==> config.mk <==
export PLATFORM = sky130hd
export DESIGN_NAME = pipe_stage_reg
export DESIGN_NICKNAME = d
export VERILOG_FILES = /design/src/rtl/pipe_pkg.sv /design/src/rtl/pipe_slice.sv /design/src/rtl/pipe_stage_reg.sv
export SDC_FILE = /design/constraint.sdc
export NUM_CORES = 1
export LEC_CHECK = 0
export CORE_AREA = 2 2 85 87
export CTS_CLUSTER_DIAMETER = 30
export DETAILED_ROUTE_END_ITERATION = 8
export DIE_AREA = 0 0 87 89
export HOLD_SLACK_MARGIN = 0.12
export PLACE_DENSITY_LB_ADDON = 0.05
export SKIP_LAST_GASP = 1
export SYNTH_ARGS = -nofsm -noshare
export SYNTH_HDL_FRONTEND = slang
export SYNTH_SLANG_ARGS = --single-unit
==> constraint.sdc <==
create_clock -name clk -period 1.3 [get_ports clk]
set_input_delay 0.13 -clock clk [delete_from_list [all_inputs] [get_ports clk]]
set_output_delay 0.13 -clock clk [all_outputs]
set_load 0.05 [all_outputs]
==> src/rtl/pipe_pkg.sv <==
// Shared definitions for the inter-stage pipeline registers of the MIPS core:
// exception code encodings, default code width and the canonical NOP.
package pipe_pkg;

  localparam int PIPE_EXC_W = 5;

  typedef enum logic [PIPE_EXC_W-1:0] {
    EXC_INT  = 5'd0,
    EXC_ADEL = 5'd4,
    EXC_ADES = 5'd5,
    EXC_RI   = 5'd10,
    EXC_OV   = 5'd12
  } exc_code_e;

  localparam logic [31:0] NOP_INSTR = 32'h0000_0000;

endpackage

==> src/rtl/pipe_slice.sv <==
// One register slice of the inter-stage pipeline: clears on flush, holds on
// stall, otherwise loads the slot presented at its input.
module pipe_slice
  import pipe_pkg::*;
#(
  parameter int INSTR_W = 32,
  parameter int PC_W    = 32,
  parameter int EXC_W   = PIPE_EXC_W
) (
  input  logic               clk,
  input  logic               rst_n,
  input  logic               stall,
  input  logic               flush,
  input  logic               d_vld,
  input  logic [INSTR_W-1:0] d_instr,
  input  logic [PC_W-1:0]    d_pc,
  input  logic               d_bd,
  input  logic               d_exc_vld,
  input  logic [EXC_W-1:0]   d_exc_code,
  output logic               q_vld,
  output logic [INSTR_W-1:0] q_instr,
  output logic [PC_W-1:0]    q_pc,
  output logic               q_bd,
  output logic               q_exc_vld,
  output logic [EXC_W-1:0]   q_exc_code
);

  always_ff @(posedge clk or negedge rst_n) begin
    if (!rst_n) begin
      q_vld      <= 1'b0;
      q_instr    <= '0;
      q_pc       <= '0;
      q_bd       <= 1'b0;
      q_exc_vld  <= 1'b0;
      q_exc_code <= '0;
    end else if (flush) begin
      q_vld      <= 1'b0;
      q_instr    <= '0;
      q_pc       <= '0;
      q_bd       <= 1'b0;
      q_exc_vld  <= 1'b0;
      q_exc_code <= '0;
    end else if (!stall) begin
      q_vld      <= d_vld;
      q_instr    <= d_instr;
      q_pc       <= d_pc;
      q_bd       <= d_bd;
      q_exc_vld  <= d_exc_vld;
      q_exc_code <= d_exc_code;
    end
  end

endmodule

==> src/rtl/pipe_stage_reg.sv <==
// Inter-stage pipeline register: DEPTH chained slices with stall, flush and
// exception merging in front of slice 0. PIPE_PERF_CNT_EN adds stall/flush counters.
module pipe_stage_reg
  import pipe_pkg::*;
#(
  parameter int DEPTH   = 1,
  parameter int INSTR_W = 32,
  parameter int PC_W    = 32,
  parameter int EXC_W   = PIPE_EXC_W
) (
  input  logic               clk,
  input  logic               rst_n,
  input  logic               stall_i,
  input  logic               flush_i,
  input  logic               valid_i,
  input  logic [INSTR_W-1:0] instr_i,
  input  logic [PC_W-1:0]    pc_i,
  input  logic               bd_i,
  input  logic               exc_vld_i,
  input  logic [EXC_W-1:0]   exc_code_i,
  input  logic               new_exc_vld_i,
  input  logic [EXC_W-1:0]   new_exc_code_i,
  output logic               valid_o,
  output logic [INSTR_W-1:0] instr_o,
  output logic [PC_W-1:0]    pc_o,
  output logic               bd_o,
  output logic               exc_vld_o,
  output logic [EXC_W-1:0]   exc_code_o
`ifdef PIPE_PERF_CNT_EN
  ,
  output logic [31:0]        stall_cnt_o,
  output logic [31:0]        flush_cnt_o
`endif
);

  logic               m_vld;
  logic [INSTR_W-1:0] m_instr;
  logic [PC_W-1:0]    m_pc;
  logic               m_bd;
  logic               m_exc_vld;
  logic [EXC_W-1:0]   m_exc_code;

  logic               s_vld      [DEPTH];
  logic [INSTR_W-1:0] s_instr    [DEPTH];
  logic [PC_W-1:0]    s_pc       [DEPTH];
  logic               s_bd       [DEPTH];
  logic               s_exc_vld  [DEPTH];
  logic [EXC_W-1:0]   s_exc_code [DEPTH];

  // Merge stage: the older (upstream) exception wins; a faulting slot becomes a
  // NOP so no later stage commits state, but keeps pc/bd for EPC.
  always_comb begin
    m_vld      = valid_i;
    m_instr    = instr_i;
    m_pc       = pc_i;
    m_bd       = bd_i;
    m_exc_vld  = 1'b0;
    m_exc_code = EXC_W'(EXC_INT);
    if (!valid_i) begin
      m_instr = '0;
      m_pc    = '0;
      m_bd    = 1'b0;
    end else begin
      if (exc_vld_i) begin
        m_exc_vld  = 1'b1;
        m_exc_code = exc_code_i;
      end else if (new_exc_vld_i) begin
        m_exc_vld  = 1'b1;
        m_exc_code = new_exc_code_i;
      end
      if (m_exc_vld) m_instr = INSTR_W'(NOP_INSTR);
    end
  end

  // Slice chain: slice 0 takes the merged slot, slice k takes slice k-1.
  for (genvar k = 0; k < DEPTH; k++) begin : g_slice
    if (k == 0) begin : g_head
      pipe_slice #(.INSTR_W(INSTR_W), .PC_W(PC_W), .EXC_W(EXC_W)) u_slice (
        .clk        (clk),
        .rst_n      (rst_n),
        .stall      (stall_i),
        .flush      (flush_i),
        .d_vld      (m_vld),
        .d_instr    (m_instr),
        .d_pc       (m_pc),
        .d_bd       (m_bd),
        .d_exc_vld  (m_exc_vld),
        .d_exc_code (m_exc_code),
        .q_vld      (s_vld[k]),
        .q_instr    (s_instr[k]),
        .q_pc       (s_pc[k]),
        .q_bd       (s_bd[k]),
        .q_exc_vld  (s_exc_vld[k]),
        .q_exc_code (s_exc_code[k])
      );
    end else begin : g_body
      pipe_slice #(.INSTR_W(INSTR_W), .PC_W(PC_W), .EXC_W(EXC_W)) u_slice (
        .clk        (clk),
        .rst_n      (rst_n),
        .stall      (stall_i),
        .flush      (flush_i),
        .d_vld      (s_vld[k-1]),
        .d_instr    (s_instr[k-1]),
        .d_pc       (s_pc[k-1]),
        .d_bd       (s_bd[k-1]),
        .d_exc_vld  (s_exc_vld[k-1]),
        .d_exc_code (s_exc_code[k-1]),
        .q_vld      (s_vld[k]),
        .q_instr    (s_instr[k]),
        .q_pc       (s_pc[k]),
        .q_bd       (s_bd[k]),
        .q_exc_vld  (s_exc_vld[k]),
        .q_exc_code (s_exc_code[k])
      );
    end
  end

  assign valid_o    = s_vld[DEPTH-1];
  assign instr_o    = s_instr[DEPTH-1];
  assign pc_o       = s_pc[DEPTH-1];
  assign bd_o       = s_bd[DEPTH-1];
  assign exc_vld_o  = s_exc_vld[DEPTH-1];
  assign exc_code_o = s_exc_code[DEPTH-1];

`ifdef PIPE_PERF_CNT_EN
  function automatic logic [31:0] sat_inc(input logic [31:0] cnt);
    return (cnt == 32'hFFFF_FFFF) ? cnt : cnt + 32'd1;
  endfunction

  // A cycle with both flush and stall counts only as a flush.
  always_ff @(posedge clk or negedge rst_n) begin
    if (!rst_n) begin
      stall_cnt_o <= 32'd0;
      flush_cnt_o <= 32'd0;
    end else if (flush_i) begin
      flush_cnt_o <= sat_inc(flush_cnt_o);
    end else if (stall_i) begin
      stall_cnt_o <= sat_inc(stall_cnt_o);
    end
  end
`endif

endmodule

**Word-level counts from Yosys, hierarchy flattened**

Index checks and enable logic that the tools add are counted.

- Equal/unequal tests: 1
- Multiplexer cells: 23

Operators by type and width:

| kind | count |
|---|---|
| $mux 32 | 7 |
| $mux 5 | 5 |
| $mux 1 | 11 |
| $ne 2x1->1 const B | 1 |

- Register bits: 72
- Input port bits: 82

**Longest topological paths before layout**

- Depth in word-level cells: 7
- Depth in mapped cells: 5
- Mapped depth without buffers: 3

**Hierarchy**

Synthesis repeated with hierarchy kept, for this count alone.

- Cells, all modules: 316
- Area, all modules: 3500.9 µm²

By module, submodules not included:

| module | seq. area each (µm²) | times used | area each (µm²) | cells an instance |
|---|---|---|---|---|
| pipe_slice | 1801.7 | 1 | 2940.3 | 232 |
| pipe_stage_reg | 0.0 | 1 | 560.5 | 84 |

**Worst setup path before layout**

Ideal clock, no wire load.

- Kind: input-to-reg
- Start: input port flush_i
- End: register g_slice[0].g_head.u_slice.q_instr[10]
- Stages: 5
- Buffers on the path: 2
- Arrival: 1.130 ns
- Required time: 1.235 ns
- Path slack: 0.105 ns
- Library setup time: 0.065 ns
- Cell sequence: or3b_1 buf_2 nor3_4 buf_6 a22o_2

- Cells in the longest elaborated chain, start to end: 1

RTL lines:

| what | line | text |
|---|---|---|
| start, declared | pipe_stage_reg.sv:14 | `input logic flush_i,` |
| $ne 2x1->1 (no source line) or $mux 32 (tied branches) | -- |  |
| end signal, assigned | pipe_slice.sv:45 | `q_instr <= d_instr;` |
| end, declared | pipe_slice.sv:21 | `output logic [INSTR_W-1:0] q_instr,` |

Several ways; a longest one is shown, not always the timed one.
A chain may end at the register's enable or synchronous reset.

**Final worst setup path**

- Start: input port flush_i
- End: register g_slice[0].g_head.u_slice.q_instr[26]

Same word-level chain as after synthesis.

==> results.sh <==
export IMPL_grt_util_met1=0.250
export IMPL_place_inst=403
export IMPL_grt_max_degree=73
export IMPL_rsz0062_at_grt="false"
export IMPL_required_ps=1580
export IMPL_instances_no_fill=424
export IMPL_yosysTopAreaCellShare=0.681
export IMPL_finalMaxSlewViolations=0
export IMPL_clk_pin_slew_worst_paths_ps=80
export IMPL_ir_drop_v=0.000644
export IMPL_fp_coreArea_um2=6720
export IMPL_start_util=0.393
export IMPL_use_met2=0.337
export IMPL_seq_area_frac_synth=0.681
export IMPL_overflow=0
export IMPL_busiest_layer="met2"
export IMPL_routedWlPerCell_um=18.3
export IMPL_grt_use_total=0.205
export IMPL_power_density_nw_per_um2=982
export IMPL_ant_nets=0
export IMPL_synth_area_leaders="dfrtp_1 68%, a22o_1 12%, a22o_2 11%"
export IMPL_cts_tree="built"
export IMPL_design_die_area_um2=7740
export IMPL_max_cap_violations=0
export IMPL_vias=2183
export IMPL_final_cell_mix="78 x buf_12, 77 x clkdlybuf4s50_1, 72 x dfrtp_1"
export IMPL_drc=0
export IMPL_post_route_min_period_ps=1200
export IMPL_post_route_util=0.798
export IMPL_cts_sinks=72
export IMPL_cp_start_kind="input pin"
export IMPL_antenna_cells=0
export IMPL_syn_avg_cell_area_um2=14.9
export IMPL_slew_headroom=0.744
export IMPL_final_setup_tns_ps=0
export IMPL_worst_pin_slew_ps=384
export IMPL_netlist_area_um2=2640
export IMPL_grt_pass1_vias=2278
export IMPL_cp_arrival_ps=1480
export IMPL_insertion_delay_ps=330
export IMPL_fin_skew_ps=0
export IMPL_synthCells=177
export IMPL_synth_area_leader_cell="dfrtp_1"
export IMPL_synth_cell_types=14
export IMPL_nets=421
export IMPL_totalWireLength_um=7750
export IMPL_gp_congestion=0.743
export IMPL_timing_fmax_mhz=833
export IMPL_row_count=30
export IMPL_first_iter_violations=58
export IMPL_p_leak_nw=2.42
export IMPL_finalSetupViolations=0
export IMPL_syn_nets=259
export IMPL_final_area_um2=5360
export IMPL_grtUsageMet3=0.0591
export IMPL_antenna_found_initial=0
export IMPL_io_pins=154
export IMPL_ys_warnings_count=0
export IMPL_yosys_register_bits=72
export IMPL_power_w=0.00527
export IMPL_dp_hpwl_um=5500
export IMPL_post_drt_via_cell_ratio=5.15
export IMPL_die_x_um=87
export IMPL_layout_commonest_cell="buf_12"
export IMPL_cts_buffer_depth=2
export IMPL_status="completed"
export IMPL_place_area_um2=5040
export IMPL_firstDrtPassIters=4
export IMPL_fin_crit_sh=0.924
export IMPL_htree_levels=3
export IMPL_grt_pass1_wl_um=11900
export IMPL_drive_above_1_share=0.392
export IMPL_area_growth_pct=103
export IMPL_holdCritPathClass="input pin to async pin"
export IMPL_worstPathMaxFanout=8
export IMPL_hold_viol=0
export IMPL_portBuffers=153
export IMPL_dieHeight_um=89
export IMPL_cts_buffers=9
export IMPL_crit_path_end_kind="register"
export IMPL_critPathKind="input pin to register"
export IMPL_cts_root_buffer="clkbuf_8"
==> flip-flops by register name, indices dropped and copies added (netlist names) <==
name,count
g_slice.g_head.u_slice.q_bd,1
g_slice.g_head.u_slice.q_exc_code,5
g_slice.g_head.u_slice.q_exc_vld,1
g_slice.g_head.u_slice.q_instr,32
g_slice.g_head.u_slice.q_pc,32
g_slice.g_head.u_slice.q_vld,1
==> worst max-delay path, cell delays in order <==
cell and delay [ps]:
dlygate4sd2_1 280, or3b_4 430, nor3_4 160, buf_12 150, buf_6 100, buf_12 110
a22o_2 120
==> cells in the mapped netlist <==
| cell type | instances |
|---|---|
| or3b_1 | 1 |
| nor2b_1 | 1 |
| nand2_1 | 9 |
| a22o_1 | 35 |
| dfrtp_1 | 72 |
| buf_6 | 3 |
| and2b_2 | 1 |
| a22oi_1 | 5 |
| buf_2 | 2 |
| clkbuf_1 | 10 |
| nor3b_2 | 1 |
| a22o_2 | 30 |
| nor3_4 | 1 |
| o21ai_0 | 6 |
==> kinds of logic (layout without fill, tap and decap cells) <==
group | after synthesis | in the layout | synth area share
compound gates | 76 | 76 | 0.255
buf+inv | 15 | 182 | 0.0308
flops | 72 | 72 | 0.681
simple gates | 14 | 14 | 0.0327
==> path summary, 6_finish.rpt <==
check / start / to / slack, ps / depth (start not counted)
worst max-delay path: flush_i / g_slice[0].g_head.u_slice.q_instr[26] / 100 / 7
worst min-delay path: rst_n / g_slice[0].g_head.u_slice.q_instr[30] / 340 / 3
worst max register to register: g_slice[0].g_head.u_slice.q_instr[15] / g_slice[0].g_head.u_slice.q_instr[15] / 500 / 1
worst min register to register: g_slice[0].g_head.u_slice.q_exc_code[0] / g_slice[0].g_head.u_slice.q_exc_code[0] / 540 / 2
max in group asynchronous: rst_n / g_slice[0].g_head.u_slice.q_pc[19] / 650 / 3
min in group clk: stall_i / g_slice[0].g_head.u_slice.q_exc_vld / 340 / 4
==> stage by stage <==
step           hold WS, ps  setup WS, ps
2_1_floorplan         -166           105
3_3_place_gp           186          -354
3_5_place_dp           189          -398
4_1_cts                316          57.5
5_1_grt                362          52.4
6_report               336          99.1
==> final cells by class <==
cell class | count | area (µm²)
timing repair buffer | 166 | 2460
sequential | 72 | 1800
fill | 374 | 1360
multi-input combinational | 90 | 777
clock buffer | 10 | 138
tap | 80 | 100
clock inverter | 6 | 82.6
==> metal layers <==
layer / routed length [µm] / vias to the layer above
met2: 3960 / 90
li1: - / 1000
met5: 0 / -
met4: 135 / 0
met3: 494 / 11
met1: 3160 / 1082
==> power by group <==
group / switching (W) / leakage [nW] / internal (W) / total [W]
clock: 0.000822 / 0.112 / 0.00112 / 0.00195
sequential: 0.0000684 / 0.990 / 0.00230 / 0.00237
combinational: 0.000423 / 1.31 / 0.000530 / 0.000953
==> timing repair <==
| item | CTS | global route |
|---|---|---|
| pin swaps | 1 | 1 |
| hold endpoints to repair | 72 | 0 |
| gates resized for setup | 8 | 0 |
| setup endpoints to repair | 32 | 5 |
| setup buffers | 2 | 0 |
| cloned | 2 | 0 |
| hold buffers | 1 | 0 |
Power figures use the tool's default switching activity.
